$ cat src/rtl/serial_tx_reg.sv
// Parallel-in, serial-out transmit register: accepts a word on ready/load,
// shifts it out MSB first on a divided sclk, then strobes latch and pulses done.
module serial_tx_reg #(
  parameter int unsigned WIDTH   = 8,
  parameter int unsigned CLK_DIV = 4
) (
  input  logic             clk,
  input  logic             rst,
  input  logic [WIDTH-1:0] din,
  input  logic             load,
  output logic             ready,
  output logic             sclk,
  output logic             sdat,
  output logic             latch,
  output logic             done
);

  localparam int unsigned BW = (WIDTH > 1) ? $clog2(WIDTH) : 1;
  localparam int unsigned DW = (CLK_DIV > 1) ? $clog2(CLK_DIV) : 1;
  localparam logic [DW-1:0] DIV_LAST = DW'(CLK_DIV - 1);
  localparam logic [BW-1:0] BIT_LAST = BW'(WIDTH - 1);

  typedef enum logic [1:0] {
    IDLE  = 2'd0,
    LOW   = 2'd1,
    HIGH  = 2'd2,
    LATCH = 2'd3
  } state_t;

  state_t           state;
  logic [WIDTH-1:0] shreg;
  logic [BW-1:0]    bit_cnt;
  logic [DW-1:0]    div_cnt;
  logic             div_end_c;
  logic [WIDTH-1:0] shreg_nxt_c;

  // Phase boundary and the word after one left shift (next bit sits in the MSB).
  assign div_end_c   = (div_cnt == DIV_LAST);
  assign shreg_nxt_c = shreg << 1;

  // Single-process FSM; every output is a register.
  always_ff @(posedge clk) begin
    if (rst) begin
      state   <= IDLE;
      ready   <= 1'b1;
      sclk    <= 1'b0;
      sdat    <= 1'b0;
      latch   <= 1'b0;
      done    <= 1'b0;
      shreg   <= '0;
      bit_cnt <= '0;
      div_cnt <= '0;
    end else begin
      case (state)
        IDLE: begin
          done <= 1'b0;
          if (load) begin
            shreg   <= din;
            sdat    <= din[WIDTH-1];
            bit_cnt <= BIT_LAST;
            div_cnt <= '0;
            ready   <= 1'b0;
            state   <= LOW;
          end
        end

        LOW: begin
          if (div_end_c) begin
            sclk    <= 1'b1;
            div_cnt <= '0;
            state   <= HIGH;
          end else begin
            div_cnt <= div_cnt + DW'(1);
          end
        end

        // Falling sclk edge: data only moves while the receiver is not sampling.
        HIGH: begin
          if (div_end_c) begin
            sclk    <= 1'b0;
            div_cnt <= '0;
            if (bit_cnt == '0) begin
              sdat  <= 1'b0;
              latch <= 1'b1;
              state <= LATCH;
            end else begin
              shreg   <= shreg_nxt_c;
              sdat    <= shreg_nxt_c[WIDTH-1];
              bit_cnt <= bit_cnt - BW'(1);
              state   <= LOW;
            end
          end else begin
            div_cnt <= div_cnt + DW'(1);
          end
        end

        LATCH: begin
          if (div_end_c) begin
            latch   <= 1'b0;
            done    <= 1'b1;
            ready   <= 1'b1;
            div_cnt <= '0;
            state   <= IDLE;
          end else begin
            div_cnt <= div_cnt + DW'(1);
          end
        end

        default: state <= IDLE;
      endcase
    end
  end

endmodule

$ cat config.mk
export PLATFORM = sky130hd
export DESIGN_NAME = serial_tx_reg
export DESIGN_NICKNAME = d
export VERILOG_FILES = /design/src/rtl/serial_tx_reg.sv
export SDC_FILE = /design/constraint.sdc
export NUM_CORES = 1
export LEC_CHECK = 0
export ABC_AREA = 1
export BUFFER_PORTS_ARGS = -buffer_cell sky130_fd_sc_hd__buf_4
export CAP_MARGIN = 20
export CORE_AREA = 2 2 56 58
export CTS_CLUSTER_SIZE = 25
export DETAILED_ROUTE_END_ITERATION = 16
export DIE_AREA = 0 0 58 60
export HOLD_SLACK_MARGIN = 0.05
export RECOVER_POWER = 25
export SLEW_MARGIN = 20
export SYNTH_ARGS = -nofsm -noshare
export SYNTH_HDL_FRONTEND = slang
export SYNTH_SLANG_ARGS = --single-unit
$ cat constraint.sdc
create_clock -name clk -period 1.7 [get_ports clk]
set_input_delay 0.17 -clock clk [delete_from_list [all_inputs] [get_ports clk]]
set_output_delay 0.17 -clock clk [all_outputs]
set_load 0.005 [all_outputs]
==> results.tsv, run 1 <==
stage	metric	value	unit
sta	final-hold-violation-count	0	
synthesis	synth_top_area_share	35.1	%
floorplan	coreArea	2900	sq um
clock_network	cts_sinks	19	
run	maxCapViolations	0	
setup_path	r2r_slack	0.25	ns
floorplan	dieHeight	60	um
clock_network	postCtsSetupBuffers	0	
clock_network	clk_pin_slew	0.12	ns
final_layout	final_cell_mix	nand2_1 (47), nor2_1 (30), inv_1 (20)	
power	total_power	1.98	mW
final_layout	stdcell_area	1240	sq um
sta	max_clock_freq	688	MHz
floorplan	ios	16	
clock_network	cts_tree	done	
sta	slew_viol_final	0	
min_path	hp-start	din[0]	
routing	totalWireLength	2210	um
global_route	grt_pass1_wl	3720	um
clock_network	clk_latency	0.30	ns
placed_design	portBuffers	15	
floorplan	rows	20	
min_path	worstHoldEndpoint	shreg[0]	
global_route	grt_max_degree	17	
clock_network	cts_made_buffers	3	
synthesis	synth_area	1080	sq um
sta	whs	0.152	ns
routing	avgViaCountPerCell	4.72	
setup_path	cp.arrival	1.67	ns
status	status	finished clean	
placed_design	dp_cells	208	
synthesis	synth.avg_cell_area	6.65	sq um
sta	min_period	1.45	ns
setup_path	critical_path.reg2reg.startpoint	bit_cnt[0]	
routing	firstDrtPassIters	4	
setup_path	cp_max_fo	16	
synthesis	synth_cell_type_count	22	
placed_design	gp_congestion	0.842	
setup_path	end_kind	flop	
floorplan	die_w	58	um
placed_design	place_area	1200	sq um
synthesis	ys_seq_area_share	35.1	%
synthesis	synth_area_leaders	dfxtp_1 (35%), nand2_1 (16%), nor2_1 (10%)	
sta	finalSetupViolCount	0	
placed_design	dpl.hpwl	1690	um
sta	fin_setup_tns	0	ns
sta	tightest_slew	0.457	ns
synthesis	yosys_warnings	0	
clock_network	clockBufferDepth	2	
synthesis	synth_area_leader_cell	dfxtp_1	
global_route	grt_overflow	0	
routing	drc	0	
floorplan	die_area	3480	sq um
power	power_leakage	0.650	nW
synthesis	ys_ff_latch	19	
sta	finalClockSkew	0.00292	ns
floorplan	initial_utilization	37.3	%
min_path	min-delay-path-class	in -> reg	
synthesis	syn_inst	163	
final_layout	diodes	0	
setup_path	timing.rr.end	bit_cnt[2]	
routing	wl_per_cell	10.4	um
setup_path	cp.required	1.92	ns
sta	rsz0062_at_grt	no	
setup_path	cpPeakStageDelay	0.33	ns
sta	setup_slack	0.246	ns
final_layout	final_common_cell	nand2_1	
setup_path	slowest_stage	dfxtp_1	
setup_path	worst-r2r-cell-count	9	
routing	first_iter_violations	19	
routing	drtAntennaViolNets	0	
clock_network	cts_root_buf	clkbuf_4	
power	powerDensity	1590	nW/um^2
placed_design	pre_cts_ws	0.271	ns
global_route	antenna_found_initial	0	
setup_path	path_cells	inv_1, ha_1, inv_1, nor2_1, nand2_2, nand3_4, inv_1, nor2_1, nor2_1	
final_layout	area_growth	14.5	%
routing	vias	1006	
power	ir_drop	0.636	mV
clock_network	htreeDepth	1	
final_layout	instances_no_fill	213	
global_route	grt_pass1_vias	902	
sta	max_slew_margin	69.5	%
clock_network	cts_resized	0	
min_path	min_path_cells	3	
setup_path	criticalPathCategory	reg -> reg	
clock_network	hold_buffers	1	
setup_path	start_kind	flop	
synthesis	synth_nets	178	
final_layout	drive_above_1_share	16.7	%
sta	fin_crit_sh	85.5	%
global_route	grt.total_usage	13.6	%
final_layout	final_util	42.8	%
final_layout	nets	196	
-- power breakdown --
part / total (mW) / switching, mW / leakage [nW] / internal [mW]
logic: 1.03 / 0.651 / 0.475 / 0.376
clock network: 0.243 / 0.155 / 0.0177 / 0.0878
registers: 0.708 / 0.107 / 0.157 / 0.601
total: 1.98 / 0.913 / 0.650 / 1.06
-- cells by family after synthesis --
| family | Yosys count | synth area share (%) |
|---|---|---|
| flip-flops | 19 | 35.1 |
| AO/OA/AOI/OAI | 18 | 9.47 |
| buffers and inverters | 27 | 12.4 |
| adder cells (fa/ha/maj) | 4 | 4.62 |
| AND/OR/NAND/NOR | 95 | 38.5 |
-- flip-flops by register name, summed over array words and instances (netlist names) --
register	count
ready	1
state	2
sdat	1
bit_cnt	3
done	1
sclk	1
latch	1
shreg	7
div_cnt	2
-- synth_stat cells --
cell	number
nand2_1	47
nor2_1	30
inv_1	20
dfxtp_1	19
nand3_1	12
o21ai_0	11
a21oi_1	4
ha_1	4
buf_6	2
nand2_2	2
a21oi_2	1
buf_4	1
buf_8	1
clkbuf_1	1
inv_2	1
inv_4	1
nand2_4	1
nand3_4	1
nand4_1	1
nor2_8	1
o211a_1	1
o21a_2	1
-- per-layer routing --
metal  vias up  part of all wire, %  global-route usage (%)
met5         -                    0                       0
met2        14                   50                    24.2
li1        532                    -                       -
met1       456                   46                    16.8
met4         0                  1.1                    4.98
met3         4                  2.7                    1.95
-- layout make-up --
class | instances | area, sq um
Multi-Input combinational cell | 117 | 569
Fill cell | 300 | 1660
Clock buffer | 3 | 22.5
Inverter | 22 | 85.1
Clock inverter | 1 | 5.00
Sequential cell | 19 | 380
Timing Repair Buffer | 18 | 138
Tap cell | 33 | 41.3
-- worst max-delay path by stage --
stage | from | endpoint
after floorplan | bit_cnt[0] | shreg[4]
after global placement | bit_cnt[0] | bit_cnt[1]
after detailed placement | bit_cnt[0] | bit_cnt[2]
after CTS | bit_cnt[0] | bit_cnt[2]
after global routing | bit_cnt[0] | bit_cnt[1]
final | bit_cnt[0] | bit_cnt[2]
-- critical path: cells and delay by family (launching register included) --
family / cells / cell delay (ns)
flops: 1 / 0.33
simple gates: 5 / 0.64
fa+ha+maj: 1 / 0.18
buf+inv: 3 / 0.22
Power figures use the tool's default switching activity.
==> inputs of run 2 (changes only) <==
Settings changed: ABC_AREA 1 to 0, CELL_PAD_IN_SITES_DETAIL_PLACEMENT set to 1, CELL_PAD_IN_SITES_GLOBAL_PLACEMENT set to 1, CORE_AREA 2 2 56 58 to 2 2 52 54, DIE_AREA 0 0 58 60 to 0 0 54 56, PLACE_DENSITY_LB_ADDON set to 0.1.
==> results.tsv, run 2 <==
stage	metric	value	unit	change
power	powerDensity	900	nW/um^2	-44%
power	power_leakage	0.416	nW	-36%
status	status	finished clean		
synthesis	synth_flop_cell	dfxtp_1		
floorplan	die_w	54	um	-6.9%
min_path	worstHoldEndpoint	shreg[0]		
routing	firstDrtPassIters	4		unchanged
global_route	antenna_found_initial	0		unchanged
global_route	grt_overflow	0		unchanged
final_layout	final_cell_mix	dfxtp_1 (19), a21oi_1 (17), buf_4 (11)		
clock_network	cts_tree	done		
clock_network	cts_sinks	19		unchanged
floorplan	dieHeight	56	um	-6.7%
routing	drc	0		unchanged
min_path	min_path_cells	3		unchanged
setup_path	r2r_slack	0.14	ns	-0.10 ns
routing	drtAntennaViolNets	0		unchanged
sta	fin_crit_sh	91.6	%	+6.1 points
final_layout	ff_latch_area	380	sq um	unchanged
placed_design	pre_cts_ws	0.141	ns	-0.131 ns
clock_network	cts_root_buf	clkbuf_4		
sta	finalSetupViolCount	0		unchanged
routing	wl_per_cell	14.1	um	+36%
setup_path	critical_path.reg2reg.startpoint	bit_cnt[0]		
final_layout	diodes	0		unchanged
placed_design	dpl.hpwl	1430	um	-15%
final_layout	final_util	44.7	%	+1.9 points
setup_path	cp.required	1.92	ns	about the same
final_layout	multi_input_area	499	sq um	-12%
run	maxCapViolations	0		unchanged
synthesis	ys_seq_area_share	40.4	%	+5.3 points
synthesis	ys_ff_latch	19		unchanged
clock_network	clk_pin_slew	0.11	ns	about the same
setup_path	cp_top_family	compound AO/OA/AOI/OAI gates		
setup_path	worst-r2r-cell-count	6		-3
final_layout	largest_reg_flops	7		unchanged
min_path	min-delay-path-class	in -> reg		
sta	max_slew_margin	67.1	%	-2.4 points
routing	totalWireLength	2080	um	-5.8%
synthesis	synth.avg_cell_area	9.06	sq um	+36%
setup_path	cpPeakStageDelay	0.37	ns	+0.04 ns
final_layout	instances_no_fill	148		-31%
routing	vias	809		-20%
sta	rsz0062_at_grt	no		
sta	min_period	1.56	ns	+0.103 ns
synthesis	syn_inst	104		-36%
global_route	grt_pass1_vias	810		-10%
min_path	hp-start	din[0]		
global_route	grt_max_degree	20		+3
setup_path	end_kind	flop		
sta	slew_viol_final	0		unchanged
clock_network	postCtsSetupBuffers	0		unchanged
setup_path	criticalPathCategory	reg -> reg		
final_layout	area_growth	15.4	%	
sta	fin_setup_tns	0	ns	unchanged
setup_path	cp_num_buf_inv	1		-2
synthesis	async_reset_ff_share	0	%	unchanged
clock_network	htreeDepth	1		unchanged
final_layout	fill_cells	304		+1.3%
clock_network	hold_buffers	0		-1
routing	avgViaCountPerCell	5.47		+16%
final_layout	reg_top3	shreg (7), bit_cnt (3)		
synthesis	synth_area_leader_cell	dfxtp_1		
floorplan	rows	18		-10%
sta	tightest_slew	0.493	ns	+0.0361 ns
placed_design	portBuffers	15		unchanged
setup_path	slowest_stage	dfxtp_1		
synthesis	synth_cell_type_count	31		+41%
routing	first_iter_violations	7		-12
floorplan	initial_utilization	38.7	%	+1.4 points
synthesis	synth_common_cells	dfxtp_1 (19), a21oi_1 (17), nor2_1 (8)		
synthesis	synth_area_leaders	dfxtp_1 (40%), a21oi_1 (9.0%), mux2i_1 (6.4%)		
placed_design	dp_cells	144		-31%
final_layout	top_register	shreg		
clock_network	cts_resized	0		unchanged
setup_path	cp.arrival	1.77	ns	+0.10 ns
synthesis	synth_edf_count	0		unchanged
clock_network	cts_made_buffers	3		unchanged
setup_path	start_kind	flop		
synthesis	synth_nets	119		-33%
synthesis	synth_most_common_cell	dfxtp_1		
setup_path	timing.rr.end	bit_cnt[2]		
floorplan	ios	16		unchanged
final_layout	drive_above_1_share	22.9	%	+6.2 points
final_layout	final_common_cell	dfxtp_1		
final_layout	nets	134		-32%
placed_design	gp_congestion	0.668		-21%
synthesis	synth_area	942	sq um	-13%
floorplan	die_area	3020	sq um	-13%
sta	finalClockSkew	0.00336	ns	+0.000441 ns
clock_network	clk_latency	0.30	ns	about the same
clock_network	clockBufferDepth	2		unchanged
global_route	grt_pass1_wl	3550	um	-4.7%
sta	final-hold-violation-count	0		unchanged
synthesis	synth_top_area_share	40.4	%	+5.3 points
floorplan	coreArea	2430	sq um	-16%
setup_path	path_cells	inv_1, ha_1, nor2b_2, o21ai_4, a31oi_1, a311oi_1		
sta	setup_slack	0.143	ns	-0.103 ns
global_route	grt.total_usage	15.5	%	+1.8 points
setup_path	cp_max_fo	9		-7
power	ir_drop	0.596	mV	-6.2%
synthesis	yosys_warnings	0		unchanged
sta	max_clock_freq	642	MHz	-6.6%
run 2: changes by cell type after synthesis, moves of 3 or more:
| cell | delta |
|---|---|
| a211oi_1 | +7 |
| a21oi_1 | +13 |
| inv_1 | -15 |
| nor2_1 | -22 |
| nand3_1 | -9 |
| nand2_1 | -44 |
| o21ai_0 | -6 |
| a311oi_1 | +3 |
| mux2i_1 | +6 |
run 2: layout make-up:
| cell class | count | share of cell area (%) |
|---|---|---|
| Clock buffer | 4 | 2.42 |
| Multi-Input combinational cell | 73 | 45.9 |
| Inverter | 5 | 1.73 |
| Timing Repair Buffer | 17 | 11.5 |
| Sequential cell | 19 | 35.0 |
| Tap cell | 30 | 3.45 |
run 2: kinds of logic after synthesis:
group | count (synthesis) | synth area share (%)
compound gates | 39 | 27.2
xor+xnor | 1 | 0.930
fa+ha+maj | 4 | 5.31
buf+inv | 12 | 6.64
flops | 19 | 40.4
mux | 6 | 6.37
simple gates | 23 | 13.1
run 2: worst max path at each step:
stage | slack [ns] | endpoint | startpoint | cells past startpoint
4_1_cts | 0.11 | bit_cnt[2] | bit_cnt[0] | 6
6_report | 0.14 | bit_cnt[2] | bit_cnt[0] | 6
2_1_floorplan | 0.34 | bit_cnt[2] | bit_cnt[0] | 6
3_3_place_gp | 0.23 | bit_cnt[2] | bit_cnt[0] | 6
5_1_grt | 0.01 | bit_cnt[2] | bit_cnt[0] | 6
3_5_place_dp | 0.14 | bit_cnt[2] | bit_cnt[0] | 6
run 2: power breakdown:
group / leakage (nW) / total (mW) / internal [mW] / switching (mW)
Combinational: 0.244 / 0.227 / 0.101 / 0.126
Sequential: 0.157 / 0.515 / 0.487 / 0.0275
Clock: 0.0150 / 0.236 / 0.0915 / 0.145
run 2: tightest hold or removal path, stage by stage:
cell and delay [ns]:
buf_4 0.11, nand3b_1 0.07, a21oi_1 0.05
run 2: metrics by stage:
stage | hold WS [ns] | total power, mW | instance area, sq um
after floorplan | 0.332 | 0.693 | 942
after global placement | 0.454 | 0.748 | 1060
after CTS | 0.127 | 1.00 | 1090
final | 0.136 | 0.978 | 1090
after detailed placement | 0.464 | 0.756 | 1060
after global routing | 0.130 | 1.04 | 1090
run 2: metal layers:
metal  global-route usage, %  up-vias  part of all wire (%)  routed length (um)
met5                       0        -                     0                   0
met4                    2.14        0                     0                   0
met3                    5.65        0                   4.7                  97
met2                    24.9       15                    47                 986
met1                    19.9      392                    48                1000
li1                        -      402                     -                   -
==> inputs of run 3 (changes only) <==
Settings changed: SETUP_SLACK_MARGIN set to 0.5.
==> results.tsv, run 3 (same netlist as run 2, synthesis figures left out) <==
stage	metric	value	unit	change
status	status	finished clean		
sta	slew_viol_final	0		unchanged
clock_network	htreeDepth	1		unchanged
routing	drc	0		unchanged
routing	vias	880		+8.8%
power	powerDensity	845	nW/um^2	-6.1%
floorplan	initial_utilization	38.7	%	unchanged
setup_path	critical_path.reg2reg.startpoint	bit_cnt[1]		
final_layout	reg_top3	shreg (7), bit_cnt (3)		
power	power_leakage	0.490	nW	+18%
final_layout	nets	144		+7.5%
final_layout	top_register	shreg		
min_path	min-delay-path-class	in -> reg		
setup_path	cp_max_fo	7		-2
sta	rsz0062_at_grt	yes		
clock_network	clk_pin_slew	0.11	ns	about the same
final_layout	final_cell_mix	buf_4 (19), dfxtp_1 (14), a21oi_1 (13)		
placed_design	dp_cells	144		unchanged
final_layout	area_growth	37.3	%	
final_layout	instances_no_fill	158		+6.8%
sta	min_period	1.41	ns	-0.152 ns
clock_network	cts_sinks	19		unchanged
setup_path	path_cells	inv_2, ha_4, nor2b_4, o21a_4, nor2_4, a211oi_2		
power	ir_drop	0.554	mV	-7.1%
routing	totalWireLength	2760	um	+32%
setup_path	start_kind	flop		
setup_path	cp.required	1.89	ns	-0.03 ns
final_layout	final_common_cell	buf_4		
final_layout	multi_input_area	619	sq um	+24%
sta	max_clock_freq	712	MHz	+11%
setup_path	cp.arrival	1.59	ns	-0.18 ns
min_path	hp-start	din[0]		
final_layout	final_util	53.2	%	+8.5 points
final_layout	largest_reg_flops	7		unchanged
sta	tightest_slew	0.488	ns	-0.00577 ns
run	maxCapViolations	0		unchanged
sta	finalClockSkew	0.00588	ns	+0.00252 ns
floorplan	ios	16		unchanged
routing	first_iter_violations	9		+2
sta	final-hold-violation-count	0		unchanged
setup_path	cp_top_family	simple AND/OR/NAND/NOR gates		
floorplan	die_area	3020	sq um	unchanged
sta	fin_setup_tns	0	ns	unchanged
global_route	grt.total_usage	18.1	%	+2.6 points
clock_network	clk_latency	0.31	ns	about the same
global_route	antenna_found_initial	0		unchanged
global_route	grt_overflow	0		unchanged
floorplan	rows	18		unchanged
routing	firstDrtPassIters	4		unchanged
sta	whs	0.150	ns	+0.0141 ns
clock_network	cts_root_buf	clkbuf_4		
global_route	grt_max_degree	19		-5.0%
setup_path	end_kind	flop		
sta	finalSetupViolCount	0		unchanged
final_layout	drive_above_1_share	46.1	%	+23 points
clock_network	cts_tree	done		
sta	max_slew_margin	67.5	%	+0.35 points
setup_path	cp-startpoint	bit_cnt[1]		
final_layout	ff_latch_area	389	sq um	+2.3%
global_route	grt_pass1_wl	4010	um	+13%
final_layout	fill_cells	292		-3.9%
final_layout	diodes	0		unchanged
setup_path	slowest_stage	dfxtp_2		
floorplan	die_w	54	um	unchanged
setup_path	cpPeakStageDelay	0.35	ns	-0.02 ns
routing	wl_per_cell	17.4	um	+24%
setup_path	cp_num_buf_inv	1		unchanged
placed_design	dpl.hpwl	1510	um	+5.5%
global_route	grt_pass1_vias	839		+3.6%
routing	avgViaCountPerCell	5.57		+1.9%
setup_path	criticalPathCategory	reg -> reg		
sta	fin_crit_sh	82.6	%	-8.9 points
placed_design	gp_congestion	0.740		+11%
floorplan	coreArea	2430	sq um	unchanged
placed_design	portBuffers	15		unchanged
floorplan	dieHeight	56	um	unchanged
routing	drtAntennaViolNets	0		unchanged
clock_network	clockBufferDepth	2		unchanged
clock_network	cts_made_buffers	3		unchanged
## run 3: changes by cell type in the layout (fill, tap and decap cells not counted), moves of 3 or more
cell,before,now
buf_4,11,19
dfxtp_1,19,14
a21oi_1,17,13
a21oi_2,0,4
dfxtp_2,0,4
a211oi_1,7,4
a211oi_2,0,3
ha_1,4,1
ha_4,0,3
## run 3: cell type report
cell class | instances | share of cell area (%)
repair buffers | 26 | 15.7
well taps | 30 | 2.90
flip-flops and latches | 19 | 30.1
inverters | 5 | 1.45
clock buffers | 4 | 2.03
multi-input cells | 74 | 47.9
## run 3: power breakdown
| group | switching (mW) | internal [mW] |
|---|---|---|
| Combinational | 0.174 | 0.153 |
| Clock | 0.148 | 0.0917 |
| Sequential | 0.0368 | 0.490 |
| Total | 0.359 | 0.735 |
## run 3: through the flow
stage,total power [mW],area (sq um),worst slack [ns]
global route,1.16,1290,0.255
floorplan,0.705,960,0.445
finish,1.09,1290,0.295
global placement,0.762,1080,0.332
detailed placement,0.770,1080,0.306
CTS,1.04,1180,0.336
## run 3: timing repair
action	CTS	global route
setup endpoints to repair	12	16
hold buffers	0	0
gates resized for setup	5	20
buffers inserted	4	5
gates cloned	1	0
pin swaps	10	9
## run 3: worst paths after layout
check             end  slack, ns  depth (start not counted)
min reg2reg      sclk       0.48                          2
max          shreg[3]       0.29                          6
min          shreg[0]       0.15                          3
max reg2reg  shreg[3]       0.29                          6
## run 3: metal layers
metal  global-route usage, %  up-vias  share of wire (%)
li1                        -      424                  -
met1                    22.7      433                 44
met2                    29.4       18                 51
met3                    4.84        5                3.6
met4                    5.36        0                1.3
met5                       0        -                  0
## run 3: tightest hold or removal path, stage by stage
cell and delay, ns:
buf_4 0.11, nand3b_1 0.08, a21oi_1 0.06
